`config.mk`:
```
export PLATFORM = sky130hd
export DESIGN_NAME = axi_lite_uart_regs
export DESIGN_NICKNAME = d
export VERILOG_FILES = /design/src/rtl/axi_lite_uart_regs.sv
export SDC_FILE = /design/constraint.sdc
export NUM_CORES = 1
export LEC_CHECK = 0
export ABC_AREA = 1
export BUFFER_PORTS_ARGS = -buffer_cell sky130_fd_sc_hd__clkbuf_2
export CORE_MARGIN = 5
export CORE_UTILIZATION = 34
export CTS_CLUSTER_SIZE = 10
export DETAILED_ROUTE_END_ITERATION = 16
export GPL_ROUTABILITY_DRIVEN = 0
export GPL_TIMING_DRIVEN = 0
export PLACE_DENSITY = 0.57
export SLEW_MARGIN = 10
export SYNTH_ARGS = -nofsm -noshare
export SYNTH_HDL_FRONTEND = slang
export SYNTH_SLANG_ARGS = --single-unit
```
`constraint.sdc`:
```
create_clock -name S_AXI_ACLK -period 4.58 [get_ports S_AXI_ACLK]
set_clock_uncertainty 0.1 [all_clocks]
set_input_delay 1.374 -clock S_AXI_ACLK [delete_from_list [all_inputs] [get_ports S_AXI_ACLK]]
set_output_delay 1.374 -clock S_AXI_ACLK [all_outputs]
set_load 0.05 [all_outputs]
```
`src/rtl/axi_lite_uart_regs.sv`:
```
`default_nettype none
// ============================================================================
// axi_lite_uart_regs : AXI4-Lite register bank (CTRL / TXD / RXD / STATUS)
// Rev 1.0
// ============================================================================
module axi_lite_uart_regs #(
   parameter int          C_S_AXI_ADDR_WIDTH = 32,
   parameter int          C_S_AXI_DATA_WIDTH = 32,
   parameter logic [31:0] CTRL_RESET         = 32'h0000_0000
) (
   input  logic                            S_AXI_ACLK,
   input  logic                            S_AXI_ARESETN,
   input  logic [C_S_AXI_ADDR_WIDTH-1:0]   S_AXI_AWADDR,
   input  logic                            S_AXI_AWVALID,
   output logic                            S_AXI_AWREADY,
   input  logic [C_S_AXI_DATA_WIDTH-1:0]   S_AXI_WDATA,
   input  logic [C_S_AXI_DATA_WIDTH/8-1:0] S_AXI_WSTRB,
   input  logic                            S_AXI_WVALID,
   output logic                            S_AXI_WREADY,
   output logic [1:0]                      S_AXI_BRESP,
   output logic                            S_AXI_BVALID,
   input  logic                            S_AXI_BREADY,
   input  logic [C_S_AXI_ADDR_WIDTH-1:0]   S_AXI_ARADDR,
   input  logic                            S_AXI_ARVALID,
   output logic                            S_AXI_ARREADY,
   output logic [C_S_AXI_DATA_WIDTH-1:0]   S_AXI_RDATA,
   output logic [1:0]                      S_AXI_RRESP,
   output logic                            S_AXI_RVALID,
   input  logic                            S_AXI_RREADY,
   output logic [31:0]                     CTRL_OUT,
   output logic [7:0]                      TX_DATA,
   output logic                            TX_VALID,
   input  logic                            TX_BUSY,
   input  logic [7:0]                      RX_DATA,
   input  logic                            RX_VALID,
   output logic                            RX_ACK,
   input  logic [15:0]                     STATUS_IN
);

   localparam logic [1:0] W_IDLE      = 2'd0;
   localparam logic [1:0] W_WAIT      = 2'd1;
   localparam logic [1:0] W_RESP      = 2'd2;
   localparam logic [0:0] R_IDLE      = 1'b0;
   localparam logic [0:0] R_DATA      = 1'b1;
   localparam logic [1:0] RESP_OKAY   = 2'b00;
   localparam logic [1:0] RESP_SLVERR = 2'b10;

   logic [1:0]  wstate_q, wstate_d;
   logic        aw_held_q, w_held_q, awready_q, wready_q;
   logic [1:0]  awidx_q, bresp_q;
   logic [31:0] wdata_q, ctrl_q;
   logic [3:0]  wstrb_q;
   logic [7:0]  tx_data_q;
   logic        tx_valid_q, err_q;
   logic [0:0]  rstate_q;
   logic        arready_q, rx_pend_q;
   logic [31:0] rdata_q, rd_mux_d;

   logic        aw_take, w_take, aw_have, w_have, commit, ar_take;
   logic [1:0]  widx, ridx;
   logic [31:0] wdata_sel;
   logic [3:0]  wstrb_sel;

   assign aw_take   = awready_q & S_AXI_AWVALID;
   assign w_take    = wready_q & S_AXI_WVALID;
   assign aw_have   = aw_held_q | aw_take;
   assign w_have    = w_held_q | w_take;
   // A channel completing its handshake this edge is used straight off the bus.
   assign widx      = aw_held_q ? awidx_q : S_AXI_AWADDR[3:2];
   assign wdata_sel = w_held_q ? wdata_q : S_AXI_WDATA;
   assign wstrb_sel = w_held_q ? wstrb_q : S_AXI_WSTRB;
   assign commit    = (wstate_q != W_RESP) & aw_have & w_have;
   assign ar_take   = arready_q & S_AXI_ARVALID;
   assign ridx      = S_AXI_ARADDR[3:2];

   always_comb begin
      wstate_d = wstate_q;
      if (wstate_q == W_RESP) begin
         if (S_AXI_BREADY) wstate_d = W_IDLE;
      end else if (commit) begin
         wstate_d = W_RESP;
      end else if (aw_have | w_have) begin
         wstate_d = W_WAIT;
      end else begin
         wstate_d = W_IDLE;
      end
   end

   always_ff @(posedge S_AXI_ACLK) begin
      if (!S_AXI_ARESETN) begin
         wstate_q   <= W_IDLE;
         aw_held_q  <= 1'b0;
         w_held_q   <= 1'b0;
         awready_q  <= 1'b0;
         wready_q   <= 1'b0;
         awidx_q    <= 2'd0;
         wdata_q    <= 32'd0;
         wstrb_q    <= 4'd0;
         bresp_q    <= RESP_OKAY;
         ctrl_q     <= CTRL_RESET;
         tx_data_q  <= 8'd0;
         tx_valid_q <= 1'b0;
         err_q      <= 1'b0;
      end else begin
         wstate_q   <= wstate_d;
         awready_q  <= S_AXI_AWVALID & ~aw_held_q & ~awready_q & (wstate_q != W_RESP);
         wready_q   <= S_AXI_WVALID & ~w_held_q & ~wready_q & (wstate_q != W_RESP);
         tx_valid_q <= 1'b0;
         if (aw_take) begin
            aw_held_q <= 1'b1;
            awidx_q   <= S_AXI_AWADDR[3:2];
         end
         if (w_take) begin
            w_held_q <= 1'b1;
            wdata_q  <= S_AXI_WDATA;
            wstrb_q  <= S_AXI_WSTRB;
         end
         if ((wstate_q == W_RESP) && S_AXI_BREADY) begin
            aw_held_q <= 1'b0;
            w_held_q  <= 1'b0;
         end
         if (commit) begin
            bresp_q <= (widx == 2'd2) ? RESP_SLVERR : RESP_OKAY;
            case (widx)
               2'd0: begin
                  for (int b = 0; b < 4; b++)
                     if (wstrb_sel[b]) ctrl_q[8*b +: 8] <= wdata_sel[8*b +: 8];
               end
               2'd1: begin
                  if (wstrb_sel[0]) begin
                     tx_data_q  <= wdata_sel[7:0];
                     tx_valid_q <= 1'b1;
                  end
               end
               2'd2: err_q <= 1'b1;
               default: begin
                  if (wstrb_sel[1] && wdata_sel[8]) err_q <= 1'b0;
               end
            endcase
         end
      end
   end

   always_comb begin
      rd_mux_d = 32'd0;
      case (ridx)
         2'd0:    rd_mux_d = ctrl_q;
         2'd1:    rd_mux_d = {24'd0, tx_data_q};
         2'd2:    rd_mux_d = {24'd0, RX_DATA};
         default: rd_mux_d = {STATUS_IN, 7'd0, err_q, 6'd0, TX_BUSY, RX_VALID};
      endcase
   end

   always_ff @(posedge S_AXI_ACLK) begin
      if (!S_AXI_ARESETN) begin
         rstate_q  <= R_IDLE;
         arready_q <= 1'b0;
         rdata_q   <= 32'd0;
         rx_pend_q <= 1'b0;
      end else begin
         arready_q <= S_AXI_ARVALID & ~arready_q & (rstate_q == R_IDLE);
         if (ar_take) begin
            rstate_q  <= R_DATA;
            rdata_q   <= rd_mux_d;
            rx_pend_q <= (ridx == 2'd2) & RX_VALID;
         end else if ((rstate_q == R_DATA) && S_AXI_RREADY) begin
            rstate_q  <= R_IDLE;
            rx_pend_q <= 1'b0;
         end
      end
   end

   logic unused_addr_bits;
   assign unused_addr_bits = ^{S_AXI_AWADDR[C_S_AXI_ADDR_WIDTH-1:4], S_AXI_AWADDR[1:0],
                               S_AXI_ARADDR[C_S_AXI_ADDR_WIDTH-1:4], S_AXI_ARADDR[1:0]};

   assign S_AXI_AWREADY = awready_q;
   assign S_AXI_WREADY  = wready_q;
   assign S_AXI_BVALID  = (wstate_q == W_RESP);
   assign S_AXI_BRESP   = bresp_q;
   assign S_AXI_ARREADY = arready_q;
   assign S_AXI_RVALID  = (rstate_q == R_DATA);
   assign S_AXI_RDATA   = rdata_q;
   assign S_AXI_RRESP   = RESP_OKAY;
   assign CTRL_OUT      = ctrl_q;
   assign TX_DATA       = tx_data_q;
   assign TX_VALID      = tx_valid_q;
   assign RX_ACK        = (rstate_q == R_DATA) & S_AXI_RREADY & rx_pend_q;

endmodule
`default_nettype wire

```
==> results_dict.tcl <==
set metrics [dict create \
    status "complete, no violations" \
    grt_pass1_vias 4796 \
    cp_num_buf_inv 2 \
    startpoint_type "primary input" \
    synth_area_sq_um 5510 \
    firstDrtPassIters 5 \
    synth_seq_area_share 0.443 \
    fin_crit_ns 3.37 \
    crit_path_max_fanout 2 \
    path_class "in -> out" \
    vias_per_cell 4.34 \
    min_path_type "reg -> reg" \
    dieArea_sq_um 18900 \
    power.density_nw_per_um2 370 \
    drv_slew 0 \
    synth_top_cell_area_share 0.443 \
    dp.final_hpwl_microns 12800 \
    syn_inst 796 \
    via_count 5177 \
    ant_nets 0 \
    synth_warnings 0 \
    hold_violations 0 \
    grt-ovfl-total 0 \
    cts_inserted_buffers 17 \
    diodes 0 \
    end_kind "output port" \
    cts_sinks 122 \
    ctsResizeCount 0 \
    h-tree-depth 4 \
    hold_slack_ns 0.338 \
    die_y_microns 137 \
    port_buffers 151 \
    antenna_found_initial 0 \
    synth.distinct_cells 29 \
    timing.max_cap.violations 0 \
    fmax_mhz 296 \
    cts_hold_buf 0 \
    clock_latency_ns 0.41 \
    io_pins 216 \
    avgSynthCellArea_sq_um 6.92 \
    tightest_slew_ns 0.601 \
    total_leakage_power_nw 3.35 \
    worstPathRequired_ns 3.11 \
    drtIter0Drc 301 \
    drive_above_1_share 0.209 \
    fin_crit_sh 0.737 \
    rsz0062_at_grt "false" \
    tritoncts "yes" \
    synth_top_cells_by_area "dfxtp_1 (44%), nand2_1 (12%), nor2_1 (10%), inv_1 (6.7%), o21ai_0 (6.5%)" \
    grt_pass1_wl_microns 25400 \
    final_area_sq_um 7080 \
    clk_pin_slew_ns 0.05 \
    die_w_microns 137 \
    vdd_drop_max_v 0.000260 \
    grt_usage 0.175 \
    wl_per_cell_microns 13.7 \
    routed_wl_microns 16300 \
    ys_ff_latch 122 \
    core_sq_um 15900 \
    worst_path_largest_cell_delay_ns 0.28 \
    clockRootBuffer "clkbuf_16" \
    post_dp_cell_area_sq_um 6540 \
    arrival_ns 1.90 \
    clockBufferDepth 2 \
    cp_cell_sequence "clkbuf_2 > nand2_1 > nor2_1 > clkbuf_2" \
    path_common_cell "clkbuf_2" \
    nets 1101 \
    yosys.area.top_type "dfxtp_1" \
    setup-tns-final_ns 0 \
    crit_family "buffers and inverters" \
    post-cts-setup-buffers 0 \
    area_growth_pct 28.5 \
    start_util 0.347 \
    drc 0 \
    rows 46 \
    setup_viol 0 \
    cp_slowest_cell "clkbuf_2" \
    relSlewSlack 0.598 \
    grt_start_max_net_pins 17 \
]
## per-stage QoR
stage | instances | power [W] | setup slack, ns | util
after floorplan | 798 | 0.00132 | 1.00 | -
after global placement | 1165 | 0.00142 | 1.21 | 0.412
after detailed placement | 1165 | 0.00142 | 1.20 | 0.412
after CTS | 1193 | 0.00265 | 1.20 | 0.446
after global routing | 1193 | 0.00273 | 1.13 | 0.446
final | 1193 | 0.00262 | 1.21 | 0.446
## sequential cells by signal (all words and copies together) (netlist names)
register,flops
S_AXI_WREADY,1
wstrb_q,4
awidx_q,2
aw_held_q,1
rx_pend_q,1
TX_VALID,1
S_AXI_BRESP,1
S_AXI_ARREADY,1
CTRL_OUT,32
S_AXI_RDATA,32
TX_DATA,8
w_held_q,1
S_AXI_AWREADY,1
wstate_q,2
S_AXI_RVALID,1
wdata_q,32
err_q,1
## layout make-up
class / instances / area, sq um
sequential: 122 / 2440
fill: 1747 / 8800
timing repair buffer: 151 / 756
inverter: 109 / 409
tap: 216 / 270
clock buffer: 26 / 529
clock inverter: 2 / 10.0
buffer: 38 / 191
multi-input combinational: 529 / 2470
## synth_stat cells
library cell / number
nor2_8: 1
dfxtp_1: 122
nand2_4: 4
o21ai_2: 1
nor2_1: 151
nand3_1: 46
a31oi_1: 2
nand2_1: 176
nor3_1: 3
buf_4: 6
a211oi_1: 2
mux2i_1: 30
a21oi_1: 26
o21ai_0: 72
buf_1: 9
buf_2: 3
clkinv_1: 3
nand4_1: 1
nor4_1: 1
o211ai_1: 6
o221ai_1: 1
conb_1: 1
o21ai_1: 1
clkbuf_1: 17
nand3_4: 1
nor3_2: 1
inv_2: 7
inv_1: 99
buf_6: 3
## metal layers
metal	vias up	global-route usage	routed length (microns)
li1	2811	-	-
met1	2234	0.243	8050
met2	125	0.265	7100
met3	7	0.0508	1030
met4	0	0.0471	110
met5	-	0	0
## final timing paths
| path | startpoint | to | slack [ns] | cells after the start |
|---|---|---|---|---|
| max reg2reg | S_AXI_ARREADY$_SDFF_PN0_ | S_AXI_RDATA[22]$_SDFFE_PN0P_ | 2.80 | 7 |
| max | S_AXI_RREADY | RX_ACK | 1.21 | 4 |
| min | S_AXI_ARREADY$_SDFF_PN0_ | S_AXI_ARREADY$_SDFF_PN0_ | 0.34 | 1 |
| min reg2reg | S_AXI_ARREADY$_SDFF_PN0_ | S_AXI_ARREADY$_SDFF_PN0_ | 0.34 | 1 |
## where the power goes
part	total [W]	switching, W	internal (W)
Combinational	0.000288	0.000198	0.0000896
Clock	0.00122	0.000441	0.000778
Sequential	0.00111	0.0000161	0.00109
## cells by family (layout without fill, tap and decap cells)
logic type	Yosys count	in the layout	share of synthesized area
muxes	30	30	0.0545
DFF	122	122	0.443
and+or+nand+nor	385	385	0.286
other	1	3	0.000681
AOI/OAI and AO/OA	111	111	0.106
buffers and inverters	147	326	0.109
## cell usage in the layout (no fill, tap or decap)
cell       instances
a211oi_1           2
a21oi_1           26
a31oi_1            2
buf_1              9
buf_2              3
buf_4              6
buf_6              3
clkbuf_1          19
clkbuf_16         17
clkbuf_2         151
clkbuf_8           7
clkinv_1           3
clkinv_2           2
conb_1             3
dfxtp_1          122
inv_1             99
inv_2              7
mux2i_1           30
nand2_1          176
nand2_4            4
nand3_1           46
nand3_4            1
nand4_1            1
nor2_1           151
nor2_8             1
nor3_1             3
nor3_2             1
nor4_1             1
o211ai_1           6
o21ai_0           72
o21ai_1            1
o21ai_2            1
o221ai_1           1
Power figures use the tool's default switching activity.
